$ cat src/rtl/mmu_bus_arb.sv
// mmu_bus_arb: two-master round-robin arbiter for the physical bus behind
// the MMU. Master 0 is the translated CPU port, master 1 a secondary
// requester (table walker / DMA). A grant is held for as long as the owner
// keeps cyc asserted, so locked read-modify-write sequences stay atomic.
// Slave responses are routed only to the granted master.
//
// Optional feature: define MMU_ARB_WATCHDOG_EN to build a stall watchdog
// that terminates a strobe left unanswered for TIMEOUT cycles with a bus
// error. Without the macro no counter exists and TIMEOUT is ignored.
//
// state     | meaning
// ----------+----------------------------------------------------------
// ST_IDLE   | no owner, all slave-side outputs driven to 0
// ST_GNT0   | master 0 owns the bus until it drops m0_cyc_i
// ST_GNT1   | master 1 owns the bus until it drops m1_cyc_i

module mmu_bus_arb #(
  parameter int TIMEOUT = 255
) (
  input  logic        clk_i,
  input  logic        rst_ni,

  input  logic [2:0]  m0_fc_i,
  input  logic        m0_cyc_i,
  input  logic        m0_stb_i,
  input  logic        m0_we_i,
  input  logic [3:0]  m0_sel_i,
  input  logic [31:0] m0_adr_i,
  input  logic [31:0] m0_dat_i,
  output logic [31:0] m0_dat_o,
  output logic        m0_ack_o,
  output logic        m0_err_o,
  output logic        m0_vpa_o,

  input  logic [2:0]  m1_fc_i,
  input  logic        m1_cyc_i,
  input  logic        m1_stb_i,
  input  logic        m1_we_i,
  input  logic [3:0]  m1_sel_i,
  input  logic [31:0] m1_adr_i,
  input  logic [31:0] m1_dat_i,
  output logic [31:0] m1_dat_o,
  output logic        m1_ack_o,
  output logic        m1_err_o,
  output logic        m1_vpa_o,

  output logic [2:0]  s_fc_o,
  output logic        s_cyc_o,
  output logic        s_stb_o,
  output logic        s_we_o,
  output logic [3:0]  s_sel_o,
  output logic [31:0] s_adr_o,
  output logic [31:0] s_dat_o,
  input  logic [31:0] s_dat_i,
  input  logic        s_ack_i,
  input  logic        s_err_i,
  input  logic        s_vpa_i,

  output logic [1:0]  gnt_o
);

  typedef enum logic [1:0] {
    ST_IDLE = 2'd0,
    ST_GNT0 = 2'd1,
    ST_GNT1 = 2'd2
  } state_t;

  state_t state_q, state_d;
  // 0: master 0 was granted most recently, 1: master 1 was.
  logic   last_q;
  logic   wd_fire;
  logic   gnt0, gnt1;

  // Reject out-of-range watchdog limits at elaboration; the counter is 8 bits.
  if (TIMEOUT < 1 || TIMEOUT > 255) begin : g_timeout_range
    $error("mmu_bus_arb: TIMEOUT must be within 1..255");
  end

  // State and round-robin pointer; last is loaded on entry to a grant state.
  always_ff @(posedge clk_i or negedge rst_ni) begin
    if (!rst_ni) begin
      state_q <= ST_IDLE;
      last_q  <= 1'b1;
    end else begin
      state_q <= state_d;
      if (state_d == ST_GNT0 && state_q != ST_GNT0) begin
        last_q <= 1'b0;
      end else if (state_d == ST_GNT1 && state_q != ST_GNT1) begin
        last_q <= 1'b1;
      end
    end
  end

  // Next-state: hold while the owner keeps cyc, hand over with no dead cycle.
  always_comb begin
    state_d = state_q;
    case (state_q)
      ST_IDLE: begin
        if (m0_cyc_i && m1_cyc_i) begin
          state_d = last_q ? ST_GNT0 : ST_GNT1;
        end else if (m0_cyc_i) begin
          state_d = ST_GNT0;
        end else if (m1_cyc_i) begin
          state_d = ST_GNT1;
        end
      end
      ST_GNT0: begin
        if (!m0_cyc_i) begin
          state_d = m1_cyc_i ? ST_GNT1 : ST_IDLE;
        end
      end
      ST_GNT1: begin
        if (!m1_cyc_i) begin
          state_d = m0_cyc_i ? ST_GNT0 : ST_IDLE;
        end
      end
      default: state_d = ST_IDLE;
    endcase
  end

  assign gnt0  = (state_q == ST_GNT0);
  assign gnt1  = (state_q == ST_GNT1);
  assign gnt_o = {gnt1, gnt0};

  // Slave-side mux: the granted master's request, all zero while idle.
  always_comb begin
    s_fc_o  = 3'd0;
    s_cyc_o = 1'b0;
    s_stb_o = 1'b0;
    s_we_o  = 1'b0;
    s_sel_o = 4'd0;
    s_adr_o = 32'd0;
    s_dat_o = 32'd0;
    if (gnt0) begin
      s_fc_o  = m0_fc_i;
      s_cyc_o = m0_cyc_i;
      s_stb_o = m0_stb_i;
      s_we_o  = m0_we_i;
      s_sel_o = m0_sel_i;
      s_adr_o = m0_adr_i;
      s_dat_o = m0_dat_i;
    end else if (gnt1) begin
      s_fc_o  = m1_fc_i;
      s_cyc_o = m1_cyc_i;
      s_stb_o = m1_stb_i;
      s_we_o  = m1_we_i;
      s_sel_o = m1_sel_i;
      s_adr_o = m1_adr_i;
      s_dat_o = m1_dat_i;
    end
  end

  // Read data is broadcast; only the owner samples it on its ack.
  assign m0_dat_o = s_dat_i;
  assign m1_dat_o = s_dat_i;

  assign m0_ack_o = gnt0 & s_ack_i;
  assign m0_vpa_o = gnt0 & s_vpa_i;
  assign m0_err_o = gnt0 & (s_err_i | wd_fire);
  assign m1_ack_o = gnt1 & s_ack_i;
  assign m1_vpa_o = gnt1 & s_vpa_i;
  assign m1_err_o = gnt1 & (s_err_i | wd_fire);

`ifdef MMU_ARB_WATCHDOG_EN
  localparam logic [7:0] WD_LIMIT = 8'(TIMEOUT);

  logic [7:0] wd_cnt_q;

  // The firing cycle clears the counter itself, so the error is one cycle wide.
  assign wd_fire = (wd_cnt_q == WD_LIMIT);

  // Count cycles the granted strobe waits without any slave response.
  always_ff @(posedge clk_i or negedge rst_ni) begin
    if (!rst_ni) begin
      wd_cnt_q <= 8'd0;
    end else if (state_q == ST_IDLE || !s_stb_o || s_ack_i || s_err_i || wd_fire) begin
      wd_cnt_q <= 8'd0;
    end else begin
      wd_cnt_q <= wd_cnt_q + 8'd1;
    end
  end
`else
  assign wd_fire = 1'b0;
`endif

endmodule

$ cat config.mk
export PLATFORM = sky130hd
export DESIGN_NAME = mmu_bus_arb
export DESIGN_NICKNAME = d
export VERILOG_FILES = /design/src/rtl/mmu_bus_arb.sv
export SDC_FILE = /design/constraint.sdc
export NUM_CORES = 1
export LEC_CHECK = 0
export CORE_AREA = 2 2 128 130
export DETAILED_ROUTE_END_ITERATION = 8
export DIE_AREA = 0 0 130 132
export PLACE_DENSITY_LB_ADDON = 0.12
export SYNTH_ARGS = -nofsm -noshare
export SYNTH_HDL_FRONTEND = slang
export SYNTH_SLANG_ARGS = --single-unit
export TNS_END_PERCENT = 30
$ cat constraint.sdc
create_clock -name clk_i -period 2.2 [get_ports clk_i]
set_input_delay 0.44 -clock clk_i [delete_from_list [all_inputs] [get_ports clk_i]]
set_output_delay 0.44 -clock clk_i [all_outputs]
set_load 0.02 [all_outputs]
==> flow_metrics.env <==
export IMPL_worstPathArrival_ps=1680
export IMPL_coreArea_sq_um=15710
export IMPL_die_x_um=130
export IMPL_crit_path_start_kind="register"
export IMPL_path_max_fanout=41
export IMPL_tightest_slew_ps=267.9
export IMPL_wl_per_cell_um=14.01
export IMPL_clock_skew_ps=4.513
export IMPL_antenna_found_initial=0
export IMPL_timing_final_ws_setup_ps=84.01
export IMPL_synth_top_area_share=0.4508
export IMPL_max_stage_delay_ps=400
export IMPL_postLayoutCoreUtil=0.2336
export IMPL_core_rowCount=46
export IMPL_hold_buffers=0
export IMPL_ios=331
export IMPL_ys_warn_count=0
export IMPL_overflow=0
export IMPL_fp_dieH_um=132
export IMPL_drt_met1_wl_um=2550
export IMPL_met2_length_um=4355
export IMPL_syn2layout_area_growth_pct=155.3
export IMPL_syn_avg_cell_area_sq_um=7.987
export IMPL_placed_cells=557
export IMPL_fillers=1720
export IMPL_ys_top_cells_by_area="a22o_1 45%, buf_4 37%, buf_2 3.8%"
export IMPL_final_instance_count_excl_fill=561
export IMPL_insertedDiodeCount=0
export IMPL_dpl_worst_slack_ps=12.57
export IMPL_finalSetupViolations=0
export IMPL_crit_path_cell_trace="nor2b_4 -> buf_12 -> a22o_1 -> dlygate4sd2_1"
export IMPL_finalHoldViolCount=0
export IMPL_holdWs_ps=407.4
export IMPL_numPortBuffers=234
export IMPL_relSlewSlack=0.8221
export IMPL_nNetsFinal=531
export IMPL_cts_buffers=3
export IMPL_worstSetupPathType="reg2out"
export IMPL_drtIter0Drc=39
export IMPL_netlist_area_sq_um=1438
export IMPL_cts_tree="yes"
export IMPL_grt_pass1_vias=1992
export IMPL_synth_cell_types=17
export IMPL_powerDensity_nw_per_um2=462.0
export IMPL_htree_levels=1
export IMPL_slowest_stage="dfrtp_1"
export IMPL_end_kind="output pin"
export IMPL_wl_um=7860
export IMPL_grt_max_degree=42
export IMPL_drt_pass1_iter_count=4
export IMPL_min_period_ps=2116
export IMPL_place_hpwl_um=6518
export IMPL_fmax_ghz=0.4726
export IMPL_synthCells=180
export IMPL_viasPerCell=3.519
export IMPL_hold_path_class="in2async"
export IMPL_grtUsageTotal=0.08130
export IMPL_yosysTopAreaCell="a22o_1"
export IMPL_fin_crit_sh=0.9618
export IMPL_yosys_register_bits=3
export IMPL_cts_buffer_depth=2
export IMPL_post_cts_buffers=0
export IMPL_drc=0
export IMPL_drv_cap=0
export IMPL_clk_pin_slew_ps=30
export IMPL_cp_num_buf_inv=2
export IMPL_cts_root_buffer_cell="clkbuf_16"
export IMPL_finalMaxSlewViolations=0
export IMPL_rsz0062_at_grt="false"
export IMPL_gp_congestion=0.7043
export IMPL_clk_latency_ps=230
export IMPL_dr_wl_met3_um=791
export IMPL_setup_tns_final_ps=0
export IMPL_irDropWorstVdd_mv=0.1881
export IMPL_vias=1974
export IMPL_die_area_sq_um=17160
export IMPL_crit_family="buffers and inverters"
export IMPL_ant_nets=0
export IMPL_topRoutingLayerUsed="met4"
export IMPL_status="finished, final reports clean"
export IMPL_cts_sinks=3
export IMPL_start_util=0.09150
export IMPL_critical_path_required_ps=1760
export IMPL_drive_above_1_share=0.04928
export IMPL_yosysSeqAreaShare=0.05309
export IMPL_total_leakage_power_nw=1.974
export IMPL_syn_nets=365
export IMPL_grt_pass1_wl_um=10760
[final cells by class]
cell class                      count  area [sq um]  area share
Inverter                            2         7.507    0.002046
Multi-Input combinational cell     92         763.2      0.2080
Timing Repair Buffer              244          2474      0.6741
Sequential cell                     3         76.32     0.02080
Tap cell                          216         270.3     0.07364
Clock buffer                        4         78.83     0.02148
[state kept, by name, indices dropped and copies added (netlist names)]
register and cells:
last_q 1, state_q 2
[power breakdown]
group          internal, mW  switching (mW)
Combinational         0.696           0.628
Clock                 0.239          0.0517
Sequential           0.0687          0.0116
[worst reg2reg max path, delay by kind of cell (launching register included)]
kind,cells,cell delay (ps)
and+or+nand+nor,2,190
DFF,1,410
AOI/OAI and AO/OA,1,200
buffers and inverters,1,160
[cells by family (layout without fill, tap and decap cells)]
group                  Yosys count  after routing  share of synthesized area
AOI/OAI and AO/OA               80             80                     0.4761
buffers and inverters           85            250                     0.4247
and+or+nand+nor                 12             12                    0.04613
DFF                              3              3                    0.05309
[final timing paths]
| path | start | cells after the start | slack (ps) | endpoint |
|---|---|---|---|---|
| max reg2reg | state_q[0] | 4 | 1160 | last_q |
| min in group clk_i | last_q | 2 | 540 | last_q |
| min reg2reg | last_q | 2 | 540 | last_q |
| min | rst_ni | 1 | 410 | state_q[1] |
| max in group asynchronous | rst_ni | 1 | 1560 | last_q |
| max | state_q[0] | 4 | 80 | s_dat_o[20] |
[synth_stat cells]
cell / instances
a22o_1: 74
nor2_1: 3
nor2b_1: 1
o22a_1: 1
dfrtp_1: 2
nor2_2: 1
nor3_1: 1
buf_4: 70
inv_1: 1
and2_1: 6
inv_2: 1
a21oi_1: 1
o21a_1: 1
o21ai_0: 3
buf_6: 2
dfstp_2: 1
buf_2: 11
[per-layer routing]
layer  GRT usage  vias to the layer above
li1            -                      944
met1     0.07288                      858
met2      0.1675                      145
met3     0.02922                       27
met4     0.01792                        0
met5           0                        -
[through the flow]
stage | instance area (sq um) | total power [mW]
6_report | 3670 | 1.696
5_1_grt | 3670 | 1.794
4_1_cts | 3585 | 1.733
3_5_place_dp | 3572 | 1.536
3_3_place_gp | 3572 | 1.543
2_1_floorplan | 1438 | 0.9077
[placed cells by master, fill, tap and decap left out]
cell type,instances
buf_12,3
clkbuf_16,3
a22o_1,74
dfrtp_1,2
a21oi_1,1
nor2b_4,1
dlygate4sd2_1,52
o21a_1,1
nor2_4,1
nor2_1,3
o22a_1,1
clkdlybuf4s50_1,152
dfstp_2,1
o21ai_0,3
dlymetal6s2s_1,29
inv_1,1
buf_8,1
nor3_1,1
clkdlybuf4s15_1,1
clkbuf_1,1
buf_6,1
inv_2,1
and2_1,6
buf_4,5
[timing repair]
item / in CTS / in global routing
endpoints found under the hold margin: 0 / 0
endpoints found under the setup margin: 80 / 30
resized for setup: 53 / 33
Power figures use the tool's default switching activity.
==> patch, RTL diff (same settings) <==
Build with the macro `MMU_ARB_WATCHDOG_EN` defined.
--- a/src/rtl/mmu_bus_arb.sv
+++ b/src/rtl/mmu_bus_arb.sv
@@ -13,6 +13,8 @@
 // ST_IDLE   | no owner, all slave-side outputs driven to 0
 // ST_GNT0   | master 0 owns the bus until it drops m0_cyc_i
 // ST_GNT1   | master 1 owns the bus until it drops m1_cyc_i
+
+`define MMU_ARB_WATCHDOG_EN
 
 module mmu_bus_arb #(
   parameter int TIMEOUT = 255
Function: no difference found for any inputs over 10 cycles, from zero or initial values and one cycle with rst_ni low; that may be too few to reach the edited logic, so the function may still have changed.
==> patch against the original RTL <==
- power grew 11%
- register-to-register slack lost 0.44 ns
- final area grew 7.7%
- wire length grew 29%
- first-iteration DRC count grew 140%
- worst hold slack gained 0.081 ns
- area after synthesis grew 32%
- die area is the same
- setup slack lost 0.0064 ns
- global-route usage grew 2.4 points
- sequential cell count grew 8
- utilization grew 1.8 points
- critical path type unchanged
- critical endpoint is now s_dat_o[0]
- largest cell class unchanged
==> patch: results (changes against the original RTL) <==
- Mapped Nets: 405 (was 365)
- Number of global-route vias before repair: 2215 (was 1992)
- Met3 usage: 0.0268 (was 0.0292)
- Via count: 2279 (was 1974)
- Synth Area in Compound Gates: 0.386 (was 0.476)
- Internal power: 0.00113 W (was 0.00100 W)
- Clock latency on the worst-skew pair: 0.23 ns (about the same)
- First-pass GRT wire length: 13.8 mm (was 10.8 mm)
- Adder-Cell Fraction of Synth Area: 0.00660 (was 0)
- Met1 Use GR: 0.115 (was 0.0729)
- Clk_skew: 0.00238 ns (was 0.00451 ns)
- Largest regs: wd_cnt_q: 8 flops, state_q: 2 flops, last_q: 1 flops (was state_q: 2 flops, last_q: 1 flops)
- VDD IR max: 0.000313 V (was 0.000188 V)
- Nets: 569 (was 531)
- GPL Wtd Cong: 0.796 (was 0.704)
- Final HPWL DP: 8.37 mm (was 6.52 mm)
- Post-synth top cells: a22o_1 (73), buf_4 (66), buf_6 (10), dfrtp_1 (10), buf_2 (8) (was a22o_1 (74), buf_4 (70), buf_2 (11))
- Finished Cell Area: 3950 um2 (was 3670 um2)
- Fillcell total: 1699 (was 1720)
- LEAKAGE: 1.73 nW (was 1.97 nW)
- DR WL/cell: 17.0 um (was 14.0 um)
- Iter 0 DRT Violations: 92 (was 39)
- Layout cells sized above 1: 0.0785 (was 0.0493)
- Sequential Power Share: 0.121 (was 0.047)
- Hold WC Path Type: reg2reg (was in2async)
- Status: finished, final reports clean (unchanged)
- # Post-CTS Setup Buffers: 0 (unchanged)
- Xor and xnor area share after synthesis: 0.0139 (was 0)
- Netlist cell types: 31 (was 17)
- Worst-path clk slew: 0.04 ns
- Met2 Use GR: 0.201 (was 0.168)
- Overall Global Routing Usage: 0.105 (was 0.0813)
- CP Max Fanout: 57 (was 41)
- Seq/Total Area, Yosys: 0.146 (was 0.0531)
- Slew margin rel.: 0.665 (was 0.822)
- Synth area leaders: a22o_1 (34%), buf_4 (26%), dfrtp_1 (13%) (was a22o_1 (45%), buf_4 (37%), buf_2 (3.8%))
-- patch: final cells by class --
class	instances	area share
clock buffer	4	0.0199
inverter	3	0.00285
multi-input combinational	120	0.243
sequential	11	0.0699
tap	216	0.0684
timing repair buffer	244	0.596
-- patch: logic make-up after synthesis --
family | count (synthesis)
XOR/XNOR | 3
flip-flops | 11
adder cells (fa/ha/maj) | 1
AO/OA/AOI/OAI | 85
AND/OR/NAND/NOR | 31
buffers and inverters | 88
-- patch: worst register-to-register path, stage by stage (launching register included) --
cell,delay (ns)
dfrtp_1,0.41
buf_4,0.18
nand3b_1,0.17
buf_4,0.14
a21o_1,0.27
a211oi_1,0.21
-- patch: through the flow --
stage	hold WS, ns	instances	power (W)	setup slack (ns)
floorplan	0.144	219	0.00111	0.490
global placement	0.484	594	0.00172	-0.00933
detailed placement	0.487	594	0.00172	-0.0133
CTS	0.493	598	0.00191	-0.144
global route	0.514	598	0.00200	-0.0140
finish	0.488	598	0.00189	0.0776
-- patch: final timing paths --
check	slack (ns)	start	to	cells past startpoint
worst max-delay path	0.08	state_q[1]$_DFF_PN0_	s_dat_o[0]	4
worst min-delay path	0.49	wd_cnt_q[0]$_DFF_PN0_	wd_cnt_q[0]$_DFF_PN0_	1
worst max register to register	0.72	state_q[0]$_DFF_PN0_	wd_cnt_q[7]$_DFF_PN0_	5
worst min register to register	0.49	wd_cnt_q[0]$_DFF_PN0_	wd_cnt_q[0]$_DFF_PN0_	1
max in group asynchronous	1.30	rst_ni	last_q$_DFFE_PN1P_	1
min in group asynchronous	0.55	rst_ni	wd_cnt_q[0]$_DFF_PN0_	1
-- patch: power groups by stage --
stage | Sequential, W | Clock (W) | Combinational (W)
after floorplan | 0.000229 | 0 | 0.000882
after global placement | 0.000231 | 0 | 0.00149
after detailed placement | 0.000231 | 0 | 0.00149
after CTS | 0.000229 | 0.000336 | 0.00135
after global routing | 0.000231 | 0.000350 | 0.00142
final | 0.000229 | 0.000325 | 0.00133
-- patch: metal layers --
| metal | share of wire | vias up |
|---|---|---|
| met5 | 0 | - |
| met4 | 0.014 | 0 |
| met3 | 0.089 | 11 |
| met2 | 0.52 | 149 |
| met1 | 0.38 | 1042 |
| li1 | - | 1077 |
-- patch: timing repair --
item | CTS | global route
pin swaps | 0 | 0
hold endpoints to repair | 0 | 0
setup endpoints to repair | 78 | 32
resized for setup | 77 | 39
